--- src/rtl/uart_pkg.sv ---
// Shared UART definitions: parity modes, receiver FSM states and the baud divisor helper.
// Reused by the parametrised transmitter.
package uart_pkg;

    localparam int PAR_NONE = 0;
    localparam int PAR_EVEN = 1;
    localparam int PAR_ODD  = 2;

    typedef enum logic [2:0] {
        ST_IDLE,
        ST_START,
        ST_DATA,
        ST_PARITY,
        ST_STOP
    } rx_state_t;

    // Oversampling tick divisor, integer floor.
    function automatic int calc_div(input int clk_freq, input int baud, input int oversample);
        return clk_freq / (baud * oversample);
    endfunction

endpackage

--- src/rtl/uart_baud_tick.sv ---
// Restartable tick divider: one-cycle tick every DIV clocks, realigned by restart.
module uart_baud_tick #(
    parameter int DIV = 10
) (
    input  logic clk,
    input  logic rstn,
    input  logic restart,
    output logic tick
);

    localparam int CW = (DIV > 1) ? $clog2(DIV) : 1;

    logic [CW-1:0] cnt;

    // A restart zeroes the count so the first tick lands DIV clocks later.
    always_ff @(posedge clk or negedge rstn) begin
        if (!rstn) begin
            cnt <= '0;
        end else if (restart || tick) begin
            cnt <= '0;
        end else begin
            cnt <= cnt + 1'b1;
        end
    end

    assign tick = (cnt == CW'(DIV - 1)) && !restart;

endmodule

--- src/rtl/uart_rx_core.sv ---
// Parametrised UART receiver: 2-flop sync, oversampled 3-sample majority vote,
// optional parity, 1-2 stop bits, ready/valid holding register with overrun flag.
module uart_rx_core
    import uart_pkg::*;
#(
    parameter int CLK_FREQ   = 50_000_000,
    parameter int BAUD       = 9600,
    parameter int OVERSAMPLE = 16,
    parameter int DATA_BITS  = 8,
    parameter int PARITY     = 0,
    parameter int STOP_BITS  = 1
) (
    input  logic                 clk,
    input  logic                 rstn,
    input  logic                 rx_pin_in,
    input  logic                 rx_en_sig,
    output logic [DATA_BITS-1:0] rx_data,
    output logic                 rx_valid,
    input  logic                 rx_ready,
    output logic                 parity_err,
    output logic                 frame_err,
    output logic                 overrun_err,
    output logic                 busy
);

    localparam int DIV = calc_div(CLK_FREQ, BAUD, OVERSAMPLE);
    localparam int SW  = $clog2(OVERSAMPLE);
    localparam logic [SW-1:0] S_LO  = SW'(OVERSAMPLE / 2 - 1);
    localparam logic [SW-1:0] S_MID = SW'(OVERSAMPLE / 2);
    localparam logic [SW-1:0] S_HI  = SW'(OVERSAMPLE / 2 + 1);
    localparam logic [SW-1:0] S_END = SW'(OVERSAMPLE - 1);
    localparam logic PAR_FLIP = 1'(PARITY == PAR_ODD);

    if (DIV < 2) begin : g_div_check
        $error("uart_rx_core: CLK_FREQ/(BAUD*OVERSAMPLE) must be at least 2");
    end
    if (OVERSAMPLE < 8 || (OVERSAMPLE % 2) != 0) begin : g_os_check
        $error("uart_rx_core: OVERSAMPLE must be even and at least 8");
    end
    if (DATA_BITS < 5 || DATA_BITS > 8 || STOP_BITS < 1 || STOP_BITS > 2) begin : g_fmt_check
        $error("uart_rx_core: unsupported frame format");
    end

    rx_state_t state, state_nxt;

    logic [1:0]           sync_q;
    logic                 line_prev;
    logic                 line;
    logic                 fall;
    logic                 restart;
    logic                 tick;
    logic [SW-1:0]        s_cnt;
    logic [SW-1:0]        tick_s;
    logic [1:0]           samp;
    logic                 decision;
    logic                 dec_tick;
    logic                 end_tick;
    logic [3:0]           bit_cnt;
    logic [DATA_BITS-1:0] shift_reg;
    logic                 par_err_q;
    logic                 stop_err_q;
    logic                 deliver;

    uart_baud_tick #(.DIV(DIV)) u_tick (
        .clk     (clk),
        .rstn    (rstn),
        .restart (restart),
        .tick    (tick)
    );

    assign line     = sync_q[1];
    assign fall     = line_prev && !line;
    assign tick_s   = (s_cnt == S_END) ? '0 : s_cnt + 1'b1;
    assign dec_tick = tick && (tick_s == S_HI);
    assign end_tick = tick && (tick_s == S_END);
    assign decision = (samp[0] & samp[1]) | (samp[0] & line) | (samp[1] & line);
    assign busy     = (state != ST_IDLE);

    // Synchroniser idles high so a reset never looks like a start edge.
    always_ff @(posedge clk or negedge rstn) begin
        if (!rstn) begin
            sync_q    <= 2'b11;
            line_prev <= 1'b1;
            state     <= ST_IDLE;
        end else begin
            sync_q    <= {sync_q[0], rx_pin_in};
            line_prev <= line;
            state     <= state_nxt;
        end
    end

    always_comb begin
        state_nxt = state;
        restart   = 1'b0;
        deliver   = 1'b0;
        case (state)
            ST_IDLE: begin
                if (fall && rx_en_sig) begin
                    state_nxt = ST_START;
                    restart   = 1'b1;
                end
            end
            ST_START: begin
                if (dec_tick && decision) begin
                    state_nxt = ST_IDLE;
                end else if (end_tick) begin
                    state_nxt = ST_DATA;
                end
            end
            ST_DATA: begin
                if (end_tick && bit_cnt == 4'(DATA_BITS - 1)) begin
                    state_nxt = (PARITY != PAR_NONE) ? ST_PARITY : ST_STOP;
                end
            end
            ST_PARITY: begin
                if (end_tick) begin
                    state_nxt = ST_STOP;
                end
            end
            ST_STOP: begin
                // Deliver mid-stop so the next start edge can be caught immediately.
                if (dec_tick && bit_cnt == 4'(STOP_BITS - 1)) begin
                    state_nxt = ST_IDLE;
                    deliver   = 1'b1;
                end
            end
            default: state_nxt = ST_IDLE;
        endcase
    end

    always_ff @(posedge clk or negedge rstn) begin
        if (!rstn) begin
            s_cnt      <= '0;
            samp       <= 2'b11;
            bit_cnt    <= '0;
            shift_reg  <= '0;
            par_err_q  <= 1'b0;
            stop_err_q <= 1'b0;
        end else begin
            if (restart) begin
                s_cnt <= '0;
            end else if (tick) begin
                s_cnt <= tick_s;
            end

            if (tick && tick_s == S_LO) samp[0] <= line;
            if (tick && tick_s == S_MID) samp[1] <= line;

            if (state_nxt != state) begin
                bit_cnt <= '0;
            end else if (end_tick && (state == ST_DATA || state == ST_STOP)) begin
                bit_cnt <= bit_cnt + 1'b1;
            end

            if (state == ST_DATA && dec_tick) begin
                shift_reg <= {decision, shift_reg[DATA_BITS-1:1]};
            end

            if (restart) begin
                par_err_q  <= 1'b0;
                stop_err_q <= 1'b0;
            end else begin
                if (state == ST_PARITY && dec_tick) begin
                    par_err_q <= decision ^ (^shift_reg) ^ PAR_FLIP;
                end
                if (state == ST_STOP && dec_tick && !decision) begin
                    stop_err_q <= 1'b1;
                end
            end
        end
    end

    // A full holding register drops the new frame unless it is being read this cycle.
    always_ff @(posedge clk or negedge rstn) begin
        if (!rstn) begin
            rx_data     <= '0;
            rx_valid    <= 1'b0;
            parity_err  <= 1'b0;
            frame_err   <= 1'b0;
            overrun_err <= 1'b0;
        end else begin
            overrun_err <= deliver && rx_valid && !rx_ready;
            if (deliver && (!rx_valid || rx_ready)) begin
                rx_data    <= shift_reg;
                parity_err <= par_err_q;
                frame_err  <= stop_err_q | ~decision;
                rx_valid   <= 1'b1;
            end else if (rx_valid && rx_ready) begin
                rx_valid <= 1'b0;
            end
        end
    end

endmodule
--- config.mk ---
export PLATFORM = sky130hd
export DESIGN_NAME = uart_rx_core
export DESIGN_NICKNAME = d
export VERILOG_FILES = /design/src/rtl/uart_pkg.sv /design/src/rtl/uart_baud_tick.sv /design/src/rtl/uart_rx_core.sv
export SDC_FILE = /design/constraint.sdc
export NUM_CORES = 1
export LEC_CHECK = 0
export ABC_CLOCK_PERIOD_IN_PS = 3050
export CAP_MARGIN = 20
export CELL_PAD_IN_SITES_DETAIL_PLACEMENT = 0
export CELL_PAD_IN_SITES_GLOBAL_PLACEMENT = 2
export CORE_UTILIZATION = 39
export DETAILED_ROUTE_END_ITERATION = 8
export GPL_TIMING_DRIVEN = 0
export PLACE_DENSITY_LB_ADDON = 0.12
export SYNTH_ARGS = -nofsm -noshare
export SYNTH_HDL_FRONTEND = slang
export SYNTH_SLANG_ARGS = --single-unit
export TNS_END_PERCENT = 5
--- constraint.sdc ---
create_clock -name clk -period 3.05 [get_ports clk]
set_input_delay 0.305 -clock clk [delete_from_list [all_inputs] [get_ports clk]]
set_output_delay 0.305 -clock clk [all_outputs]
set_load 0.01 [all_outputs]
==> impl_metrics.yaml <==
min_path:
  min_from: "sync_q[0]"
  hold_path.class: "flop to flop"
job:
  maxCapViolations: 0
die:
  core.rowCount: 27
  core_um2: 5642
  die_area_um2: 6316
  ioPinCount: 18
  initial_core_util: 0.4149
  die_h_um: 79.48
  die_w_um: 79.48
cells_and_area:
  largest_register_ffs: 9
  drive_above_1_share: 0.1398
  syn2layout_area_growth_pct: 16.25
  antenna_cells: 0
  fin_nets: 248
  final_cells: 308
  design_area_um2: 2721
  utilization: 0.4824
placed_design:
  dp_cells: 299
  dpl-instance-area_um2: 2616
  post-dp-hpwl_um: 3218
  gp_congestion: 0.7831
  portBuffers: 17
sta:
  finalSetupViolCount: 0
  final.period_utilization: 0.8164
  clock_skew_ns: 0.007133
  worst_pin_slew_ns: 0.6073
  rsz0062_at_grt: "false"
  slew_headroom: 0.5920
  final-hold-violation-count: 0
  final-max-slew-violation-count: 0
  fin_crit_ns: 2.490
  tns_ns: 0
  fmax_mhz: 401.6
logic_synthesis:
  syn_area_per_cell_um2: 11.20
  syn-cell-area_um2: 2341
  yosysWarnings: 0
  synth_edf_count: 0
  syn_nets: 222
  yosysSeqAreaShare: 0.5051
  ys_types: 49
  synth_async_sr_flop_share: 1.000
  synth-seq-cells: 47
  synthCells: 209
  synth-main-ff-cell: "dfrtp_1"
global_routing:
  grt_antenna_before_repair: 0
  grt_pass1_wl_um: 7659
  busiest_layer: "met2"
  grtUsageMet1: 0.2051
  grt_max_degree: 32
  grtUsageMet3: 0.02857
  grt_overflow_total: 0
  grt_pass1_vias: 1647
  grt_usage: 0.1568
  gr-usage-met2: 0.2581
clocking:
  cts_tree: "done"
  clkSinkCount: 47
  clock_latency_ns: 0.29
  cts_buffer_depth: 2
  htreeDepth: 2
  cts_made_buffers: 5
  cts_root_buffer: "clkbuf_8"
  post_cts_buffers: 0
  cts_hold_buf: 1
  post_cts_resized: 0
  clk_pin_slew_worst_paths_ns: 0.09
drt:
  firstDrtPassIters: 4
  via_per_inst: 5.169
  drt-total-wl_um: 4462
  vias: 1592
  wire_per_inst_um: 14.49
  ant_nets: 0
  drtIter0Drc: 65
  drc: 0
worst_setup_path:
  crit_chain: "inv_1, ha_1, nand4b_1, a211oi_4, nand2_1, nor4b_2, buf_4, mux2_1"
  critical_path_peak_fanout: 10
  cp-startpoint: "u_tick.cnt[0]"
  critical_path_arrival_ns: 2.67
  cp_slowest_cell: "dfrtp_1"
  critPathKind: "flop to flop"
  worstReg2RegStart: "u_tick.cnt[0]"
  critPathLaunchType: "flop"
  cp.required_ns: 3.23
  cpPeakStageDelay_ns: 0.45
  worstSetupEndpointType: "flop"
  rrSetupSlack_ns: 0.56
  path_delay_family: "simple AND/OR/NAND/NOR gates"
  worst-path-buf-inv: 2
power_and_ir_drop:
  p_leak_nw: 1.256
  ir_worst_vdd_v: 0.0003973
  p_per_area_nw_per_um2: 527.2
  total_power_mw: 1.435
status:
  status: "completed"
==> through the flow <==
step	hold slack [ns]	setup WS, ns
floorplan	0.009409	0.7621
global placement	0.3472	0.3881
finish	0.3631	0.5600
detailed placement	0.2693	0.5607
CTS	0.3645	0.5465
global route	0.3689	0.3764
==> metal layers <==
layer	share of wire	wire length, µm	vias to the layer above
met1	0.48	2122	791
li1	-	-	773
met5	0	0	-
met2	0.49	2168	23
met4	0.0099	44	0
met3	0.028	127	5
==> cells by family (layout without fill, tap and decap cells) <==
kind of cell,Yosys count,count (layout),share of synthesized area
compound gates,26,26,0.07964
xor+xnor,18,18,0.07323
fa+ha+maj,8,8,0.04276
buf+inv,18,45,0.03047
flops,47,47,0.5051
mux,21,21,0.09941
simple gates,71,71,0.1694
==> synthesized netlist by cell type, types with 2 or more instances <==
| cell type | number | area share |
|---|---|---|
| nor3_1 | 3 | 0.0064 |
| ha_1 | 8 | 0.043 |
| a21o_1 | 2 | 0.0064 |
| nor2_1 | 21 | 0.034 |
| clkbuf_1 | 4 | 0.0064 |
| xnor2_1 | 9 | 0.034 |
| dfrtp_1 | 42 | 0.45 |
| inv_1 | 13 | 0.021 |
| mux2_2 | 9 | 0.043 |
| mux2_1 | 9 | 0.043 |
| xor2_1 | 8 | 0.030 |
| nand3_1 | 9 | 0.019 |
| nand4_1 | 5 | 0.013 |
| mux2i_1 | 3 | 0.013 |
| dfstp_2 | 5 | 0.056 |
| or3_1 | 2 | 0.0053 |
| o21ai_0 | 7 | 0.015 |
| nand2_1 | 10 | 0.016 |
| and2_1 | 5 | 0.013 |
| a21oi_1 | 6 | 0.013 |
==> report_power, final <==
part           internal, mW  switching (mW)  leakage, nW
Combinational         0.118           0.144        0.595
Clock                 0.186           0.209       0.0484
Sequential            0.695          0.0836        0.613
==> cell usage in the layout (no fill, tap or decap), types with 2 or more instances in the layout <==
cell type        instances
mux2_1                   9
nand3_1                  9
mux2_2                   9
nor3_1                   3
o21ai_0                  7
clkbuf_1                 5
ha_1                     8
dfrtp_1                 42
and2_1                   5
nand4_1                  5
mux2i_1                  3
nor2_1                  21
or3_1                    2
a21o_1                   2
clkbuf_8                 6
xor2_1                   8
xnor2_1                  9
a21oi_1                  6
inv_1                   13
nand2_1                 10
dfstp_2                  5
clkdlybuf4s50_1         16
==> path summary, 6_finish.rpt <==
kind | to | depth (start not counted)
hold / removal | sync_q[1] | 0
setup / recovery | rx_data[2] | 8
hold reg to reg | sync_q[1] | 0
min in group asynchronous | bit_cnt[3] | 2
setup reg to reg | rx_data[2] | 8
max in group asynchronous | line_prev | 3
==> cell type report <==
cell class | count | area (µm²)
buffer | 5 | 22.52
clock buffer | 7 | 86.33
clock inverter | 1 | 8.758
fill | 513 | 2920
inverter | 13 | 48.80
multi-input combinational | 144 | 1087
sequential | 47 | 1182
tap | 72 | 90.09
timing repair buffer | 19 | 195.2
No activity file was read; power rests on OpenSTA's default activity.
